$ cat src/rtl/cbus_arbiter.sv
`timescale 1ns/1ps
// cbus_arbiter: shares the memory-side cbus among cache requesters, holding each grant for a whole burst.
// Define CBUS_ARB_RR_EN for round-robin arbitration; default is fixed priority (highest index wins).
// Flat port layout, MSB first. req: valid, is_write, size[2:0], addr[31:0], strobe[3:0], data[31:0], len[3:0].
// resp: ready, last, data[31:0].
module cbus_arbiter #(
  parameter  int NUM_REQ = 2,
  localparam int IDX_W   = (NUM_REQ > 1) ? $clog2(NUM_REQ) : 1,
  localparam int REQ_W   = 77,
  localparam int RESP_W  = 34
) (
  input  logic                      clk,
  input  logic                      reset,
  input  logic [NUM_REQ*REQ_W-1:0]  ireqs,
  output logic [NUM_REQ*RESP_W-1:0] iresps,
  output logic [REQ_W-1:0]          oreq,
  input  logic [RESP_W-1:0]         oresp,
  output logic                      busy,
  output logic [IDX_W-1:0]          grant_idx,
  output logic                      err
);

  typedef struct packed {
    logic        valid;
    logic        is_write;
    logic [2:0]  size;
    logic [31:0] addr;
    logic [3:0]  strobe;
    logic [31:0] data;
    logic [3:0]  len;
  } cbus_req_t;

  typedef enum logic {
    IDLE  = 1'b0,
    GRANT = 1'b1
  } state_e;

  state_e           state_q, state_d;
  logic [IDX_W-1:0] grant_idx_q, grant_idx_d;
  logic [4:0]       beat_cnt_q, beat_cnt_d;
  logic             err_q, err_d;
  logic             busy_q, busy_d;

  cbus_req_t        req_a [NUM_REQ];
  cbus_req_t        greq;
  logic [NUM_REQ-1:0] req_valid;
  logic             any_valid;
  logic [IDX_W-1:0] winner;
  logic             rsp_ready;
  logic             rsp_last;
  logic [4:0]       beat_next;
  logic [4:0]       beats_exp;

  always_comb begin
    for (int unsigned i = 0; i < NUM_REQ; i++) begin
      req_a[i]     = ireqs[i*REQ_W +: REQ_W];
      req_valid[i] = req_a[i].valid;
    end
    any_valid = |req_valid;
  end

`ifdef CBUS_ARB_RR_EN
  logic [IDX_W-1:0] last_winner_q, last_winner_d;
  logic [IDX_W-1:0] cand_idx;
  logic             found;
  int unsigned      cand;

  // Search starts one past the previous winner and wraps, so every requester is reached within NUM_REQ grants.
  always_comb begin
    winner   = last_winner_q;
    found    = 1'b0;
    cand     = 0;
    cand_idx = '0;
    for (int unsigned k = 1; k <= NUM_REQ; k++) begin
      cand     = (int'(last_winner_q) + k) % NUM_REQ;
      cand_idx = IDX_W'(cand);
      if (!found && req_valid[cand_idx]) begin
        winner = cand_idx;
        found  = 1'b1;
      end
    end
  end

  always_comb begin
    last_winner_d = last_winner_q;
    if (state_q == IDLE && any_valid) begin
      last_winner_d = winner;
    end
  end

  always_ff @(posedge clk) begin
    if (reset) begin
      last_winner_q <= IDX_W'(NUM_REQ - 1);
    end else begin
      last_winner_q <= last_winner_d;
    end
  end
`else
  always_comb begin
    winner = '0;
    for (int unsigned i = 0; i < NUM_REQ; i++) begin
      if (req_valid[i]) begin
        winner = IDX_W'(i);
      end
    end
  end
`endif

  always_comb begin
    greq        = req_a[grant_idx_q];
    rsp_ready   = oresp[RESP_W-1];
    rsp_last    = oresp[RESP_W-2];
    beat_next   = beat_cnt_q + 5'd1;
    beats_exp   = {1'b0, greq.len} + 5'd1;
    state_d     = state_q;
    grant_idx_d = grant_idx_q;
    beat_cnt_d  = beat_cnt_q;
    err_d       = err_q;
    oreq        = '0;
    iresps      = '0;
    case (state_q)
      IDLE: begin
        beat_cnt_d = '0;
        if (any_valid) begin
          grant_idx_d = winner;
          state_d     = GRANT;
        end
      end
      GRANT: begin
        // Passthrough also forwards a dropped valid, so an abort reaches the bridge as oreq.valid = 0.
        oreq = greq;
        iresps[int'(grant_idx_q)*RESP_W +: RESP_W] = oresp;
        if (!greq.valid) begin
          err_d      = 1'b1;
          state_d    = IDLE;
          beat_cnt_d = '0;
        end else if (rsp_ready) begin
          beat_cnt_d = beat_next;
          if (rsp_last || beat_next == beats_exp) begin
            if (!(rsp_last && beat_next == beats_exp)) begin
              err_d = 1'b1;
            end
            state_d    = IDLE;
            beat_cnt_d = '0;
          end
        end
      end
      default: begin
        state_d    = IDLE;
        beat_cnt_d = '0;
      end
    endcase
    busy_d = (state_d == GRANT);
  end

  always_ff @(posedge clk) begin
    if (reset) begin
      state_q     <= IDLE;
      grant_idx_q <= '0;
      beat_cnt_q  <= '0;
      err_q       <= 1'b0;
      busy_q      <= 1'b0;
    end else begin
      state_q     <= state_d;
      grant_idx_q <= grant_idx_d;
      beat_cnt_q  <= beat_cnt_d;
      err_q       <= err_d;
      busy_q      <= busy_d;
    end
  end

  assign busy      = busy_q;
  assign grant_idx = grant_idx_q;
  assign err       = err_q;

endmodule

$ cat config.mk
export PLATFORM = sky130hd
export DESIGN_NAME = cbus_arbiter
export DESIGN_NICKNAME = d
export VERILOG_FILES = /design/src/rtl/cbus_arbiter.sv
export SDC_FILE = /design/constraint.sdc
export NUM_CORES = 1
export LEC_CHECK = 0
export CAP_MARGIN = 15
export CORE_AREA = 4 4 129 131
export DETAILED_ROUTE_END_ITERATION = 6
export DIE_AREA = 0 0 133 135
export PLACE_DENSITY_LB_ADDON = 0.08
export RECOVER_POWER = 25
export SYNTH_ARGS = -nofsm -noshare
export SYNTH_HDL_FRONTEND = slang
export SYNTH_SLANG_ARGS = --single-unit
$ cat constraint.sdc
create_clock -name clk -period 4.84 [get_ports clk]
set_input_delay 0.968 -clock clk [delete_from_list [all_inputs] [get_ports clk]]
set_output_delay 0.968 -clock clk [all_outputs]
set_load 0.01 [all_outputs]
After elaboration in Yosys (flattened, before gate mapping)
Index checks and enable logic that the tools add are counted.
{"block": "word_totals", "in_bits": 190, "out_inout_bits": 148, "elab_cells": 43, "reg_bits": 8}
{"block": "op_classes", "n_addsub": 3, "n_bitwise": 3, "reduce_logical": 5, "n_eq_ne": 5, "magnitude_cmp": 1, "n_shift": 2, "n_mul": 1, "n_mux": 19}
{"op": "$mux W77", "count": 4}
{"op": "$and A68 B68 Y68", "count": 1}
{"op": "$mux W68", "count": 1}
{"op": "$shift A34 B33 Y68 const A", "count": 1}
{"op": "$shiftx A34 B33 Y68", "count": 1}
{"op": "$neg A7 Y33", "count": 1}
{"op": "$mux W5", "count": 3}
{"op": "$pmux W5 S2", "count": 1}
{"op": "$mux W1", "count": 9}
{"op": "$mul A1 B5 Y6 const B", "count": 1}
{"op": "$add A4 B1 Y5 const B", "count": 1}
{"op": "$add A5 B1 Y5 const B", "count": 1}
{"op": "$eq A5 B5 Y1", "count": 1}
{"op": "$ne A2 B2 Y1 const B", "count": 2}
{"op": "$reduce_and A4 Y1", "count": 1}
{"op": "$ne A3 B3 Y1 const B", "count": 1}
{"op": "$ge A2 B2 Y1 const B", "count": 1}
{"op": "$ne A2 B1 Y1 const B", "count": 1}
{"op": "$not A1 Y2", "count": 1}
{"op": "$pmux W1 S2", "count": 1}
{"op": "$reduce_and A2 Y1", "count": 1}
{"op": "$reduce_or A2 Y1", "count": 1}
{"op": "$logic_and A1 B1 Y1", "count": 1}
{"op": "$logic_or A1 B1 Y1", "count": 1}
{"op": "$not A1 Y1", "count": 1}

Depth between registers and ports, before layout
{"block": "depth", "word_depth": 11, "mapped_depth": 11, "ltp_nobuf": 9}

Worst setup path after synthesis
No wires, ideal clock.
{"block": "synth_path", "kind": "reg2reg", "start": "register grant_idx_q (netlist: grant_idx)", "end": "register err_q (netlist: err)", "t_arrival_ps": 2418, "required_time_ps": 4711, "path_stages_with_launch": 12, "n_path_buf": 3, "period_less_slack_ps": 2547, "setup_slack_ps": 2293, "cell_sequence": "dfxtp_1 -> buf_6 -> buf_4 -> buf_2 -> mux2_2 -> ha_1 -> xnor3_1 -> xor2_1 -> nor3_4 -> a21oi_1 -> a41oi_1 -> o211ai_1"}
{"block": "synth_via", "elab_chain_len": 9, "elab_cells_between_ends": 13, "cone_classes": "add/sub: 1; eq/ne: 4; mux: 4; bitwise: 1; reduce/logical: 3"}
{"item": "from (decl)", "line_no": "39", "rtl": "logic [IDX_W-1:0] grant_idx_q, grant_idx_d;"}
{"item": "from (signal assigned)", "line_no": "165", "rtl": "grant_idx_q <= grant_idx_d;"}
{"item": "$not A1 Y2 (not written as such) (*)", "line_no": "110", "rtl": "greq = req_a[grant_idx_q];"}
{"item": "$mux W77 (not written as such) (*) (3 in a row)", "line_no": "110"}
{"item": "$add A4 B1 Y5", "line_no": "114", "rtl": "beats_exp = {1'b0, greq.len} + 5'd1;"}
{"item": "$eq A5 B5 Y1", "line_no": "139, 140"}
{"item": "$logic_and A1 B1 Y1 / $logic_or A1 B1 Y1 (equally long branches)", "line_no": "140, 139"}
{"item": "$ne A2 B2 Y1 (no line) / $ne A2 B1 Y1 (equally long branches)"}
{"item": "$reduce_and A4 Y1 (no line)"}
{"item": "to (signal assigned)", "line_no": "167", "rtl": "err_q <= err_d;"}
{"item": "to (decl)", "line_no": "41", "rtl": "logic err_q, err_d;"}
Every way passes the cells marked *; elsewhere a longest branch is shown, timed or not. The select of a mux whose other input is x is not followed.
A chain may end at the register's enable or synchronous reset.

==> metrics.txt <==
final hold violation count=0; Hold Path End=beat_cnt_q[4]; htree depth=1; core area=between 15000 and 20000 sq um; Arr. time, crit path=between 2000 and 3000 ps; largest area contributor in the netlist=mux2i_1; setup violators final=0; height of the die=between 100 and 150 um; Ys Warns=0; Final period util=0.793; Sink Count=8; Overflow after GRT=0; met2 GRT Util=0.309; initial core utilization=0.155; remaining antenna violation count=0; Placement Setup Slack=1440 ps; status=finished with violations; required time of the critical path=approximately 3900 ps; RD Place Congestion=0.825; largest net degree at the start of global routing=roughly 120; flops & latches, synth=8; area grow syn2layout=150%; skew final=between 0.9 and 1 ps; post-CTS sizing=0; Least-Margin Pin Slew=~1900 ps; Max Cap Viol=1; post-layout util=0.388; Cells after Synth=between 300 and 400; Slew Limit Fails=~120; M1 GR Usage=0.165; post-synth cell types=38; Syn Area/Cell=around 7.4 sq um; R2R Path End=busy; Post-Syn Area=2420 sq um; failing checks=max-capacitance violations, max-slew violations; CTS root buf=clkbuf_16; clk slew on worst S/H paths=40 ps; CP cell instances=clkbuf_2 -> nor2b_1 -> clkdlybuf4s50_1; Worst Path Max Fanout=between 100 and 150; RSZ-0062 raised after global routing=false; antenna diode count=0; DR WL/cell=~18 um; die area=roughly 18000 sq um; largest vdd supply drop=161 uV; Final TNS setup=0 ps; crit-path max cell delay=~1300 ps; drt drc=0; HP Class=reg2reg; Synth area leaders=mux2i_1 (31%), nor2b_1 (19%), and2_1 (9.0%); Post-synth ARST share=0; vias per cell=a little over 4; DR vias=roughly 3500; r2r setup slk=1790 ps; Hold Slack=467 ps; die width=between 100 and 150 um; Rel. slew slack=-0.263; R2R Path Start=grant_idx; GR Util met3=0.0440; Nets=837; CTS tree=built; Lkg Pwr=between 2 and 2.5 nW; Post-DP HPWL=about 13000 um; top-area cell type share of the netlist area=0.310; vias in the first global route=3449; crit path time final=~3800 ps; Crit-path slowest cell=clkbuf_2; register area share after synthesis=0.0662; hold-fix buffers at CTS=0; fmax=approximately 0.26 GHz; PD cells=between 100 and 150 nW/um^2; ys flop type=dfxtp_1; Num CTS Buffers=3; critical path class=reg2out; number of setup buffers added after CTS=0; Worst setup SP type=flop; cell family with most CP delay=buffers and inverters; syn_nets=519; Post-synth top cells=mux2i_1 (75), nor2b_1 (75), and2_1 (35), and3_1 (33), clkbuf_1 (19); Setup crit end kind=output pin; EDFF count, synth=0; FP Rows=46; Bufs and invs on worst path=2; GRT Overall Usage=0.154; worst r2r path cells=10; drt total wl=roughly 15000 um; Critical path origin=busy; GR peak layer=met2; clk buf depth=2; hold path depth=2; share of cells above drive strength 1=0.0264; worst setup margin=1000 ps; DR iter-0 viols=86; router iterations before antenna repair=4; first-pass GRT wire length=approximately 22000 um; io pins=about 340; clk_lat worst skew=230 ps; IO Port Bufs=about 340; Hold Crit Start=beat_cnt_q[4]; Post-Place Cells=between 800 and 900; Finished Layout Cells=860; initial antenna violation count=1
metal layers:
layer | vias to the layer above | routed length [um]
met5 | - | 13
met4 | 2 | 140
met3 | 10 | 1220
met2 | 162 | 8600
met1 | 1555 | 5500
li1 | 1753 | -
cell usage in the layout (no fill, tap or decap), types with 8 or more instances in the layout:
cell type        netlist  final
mux2i_1               75     75
nor2_1                 8      8
nor2b_1               75     74
clkdlybuf4s50_1        0    304
dlygate4sd3_1          0     33
and2_1                35     35
nand2_1                8      8
and3_1                33     33
per-stage QoR:
step	power, W	area (sq um)
final	0.000765	6040
after global routing	0.000814	6040
after CTS	0.000783	6050
after detailed placement	0.000636	5970
after global placement	0.000635	5970
after floorplan	0.000294	2420
worst max-delay path by stage:
stage	endpoint	slack, ps	cells after the start
3_3_place_gp	oreq[76]	1490	5
2_1_floorplan	err	2290	11
3_5_place_dp	oreq[76]	1440	5
5_1_grt	iresps[67]	670	4
4_1_cts	oreq[76]	1420	5
6_report	oreq[75]	1000	3
state kept, by name (all words and copies together), names as in the netlist:
register,count
grant_idx,1
err,1
beat_cnt_q,5
busy,1
where the power goes:
| group | total [W] | internal, W | leakage, nW | switching (W) |
|---|---|---|---|---|
| registers | 0.0000714 | 0.0000693 | 0.0661 | 0.00000202 |
| clock network | 0.000142 | 0.000110 | 0.0382 | 0.0000318 |
| logic | 0.000552 | 0.000342 | 2.27 | 0.000211 |
cell type report:
type                    count  area [sq um]
well taps                 216           270
multi-input cells         285          2100
inverters                   6          22.5
repair buffers            341          3410
clock buffers               4          78.8
fillers                  1593          9550
flip-flops and latches      8           165
worst min-delay path, delay by kind of cell (launching register included):
family          cells  cell delay, ps
compound gates      1              50
simple gates        1              50
flops               1             310
cell families (layout without fill, tap and decap cells):
group / after synthesis / after routing / synth area share
mux: 78 / 78 / 0.324
fa+ha+maj: 2 / 2 / 0.0103
compound gates: 19 / 19 / 0.0564
simple gates: 179 / 179 / 0.451
buf+inv: 34 / 351 / 0.0610
xor+xnor: 7 / 7 / 0.0310
flops: 8 / 8 / 0.0662
(Power assumes the default switching activity.)
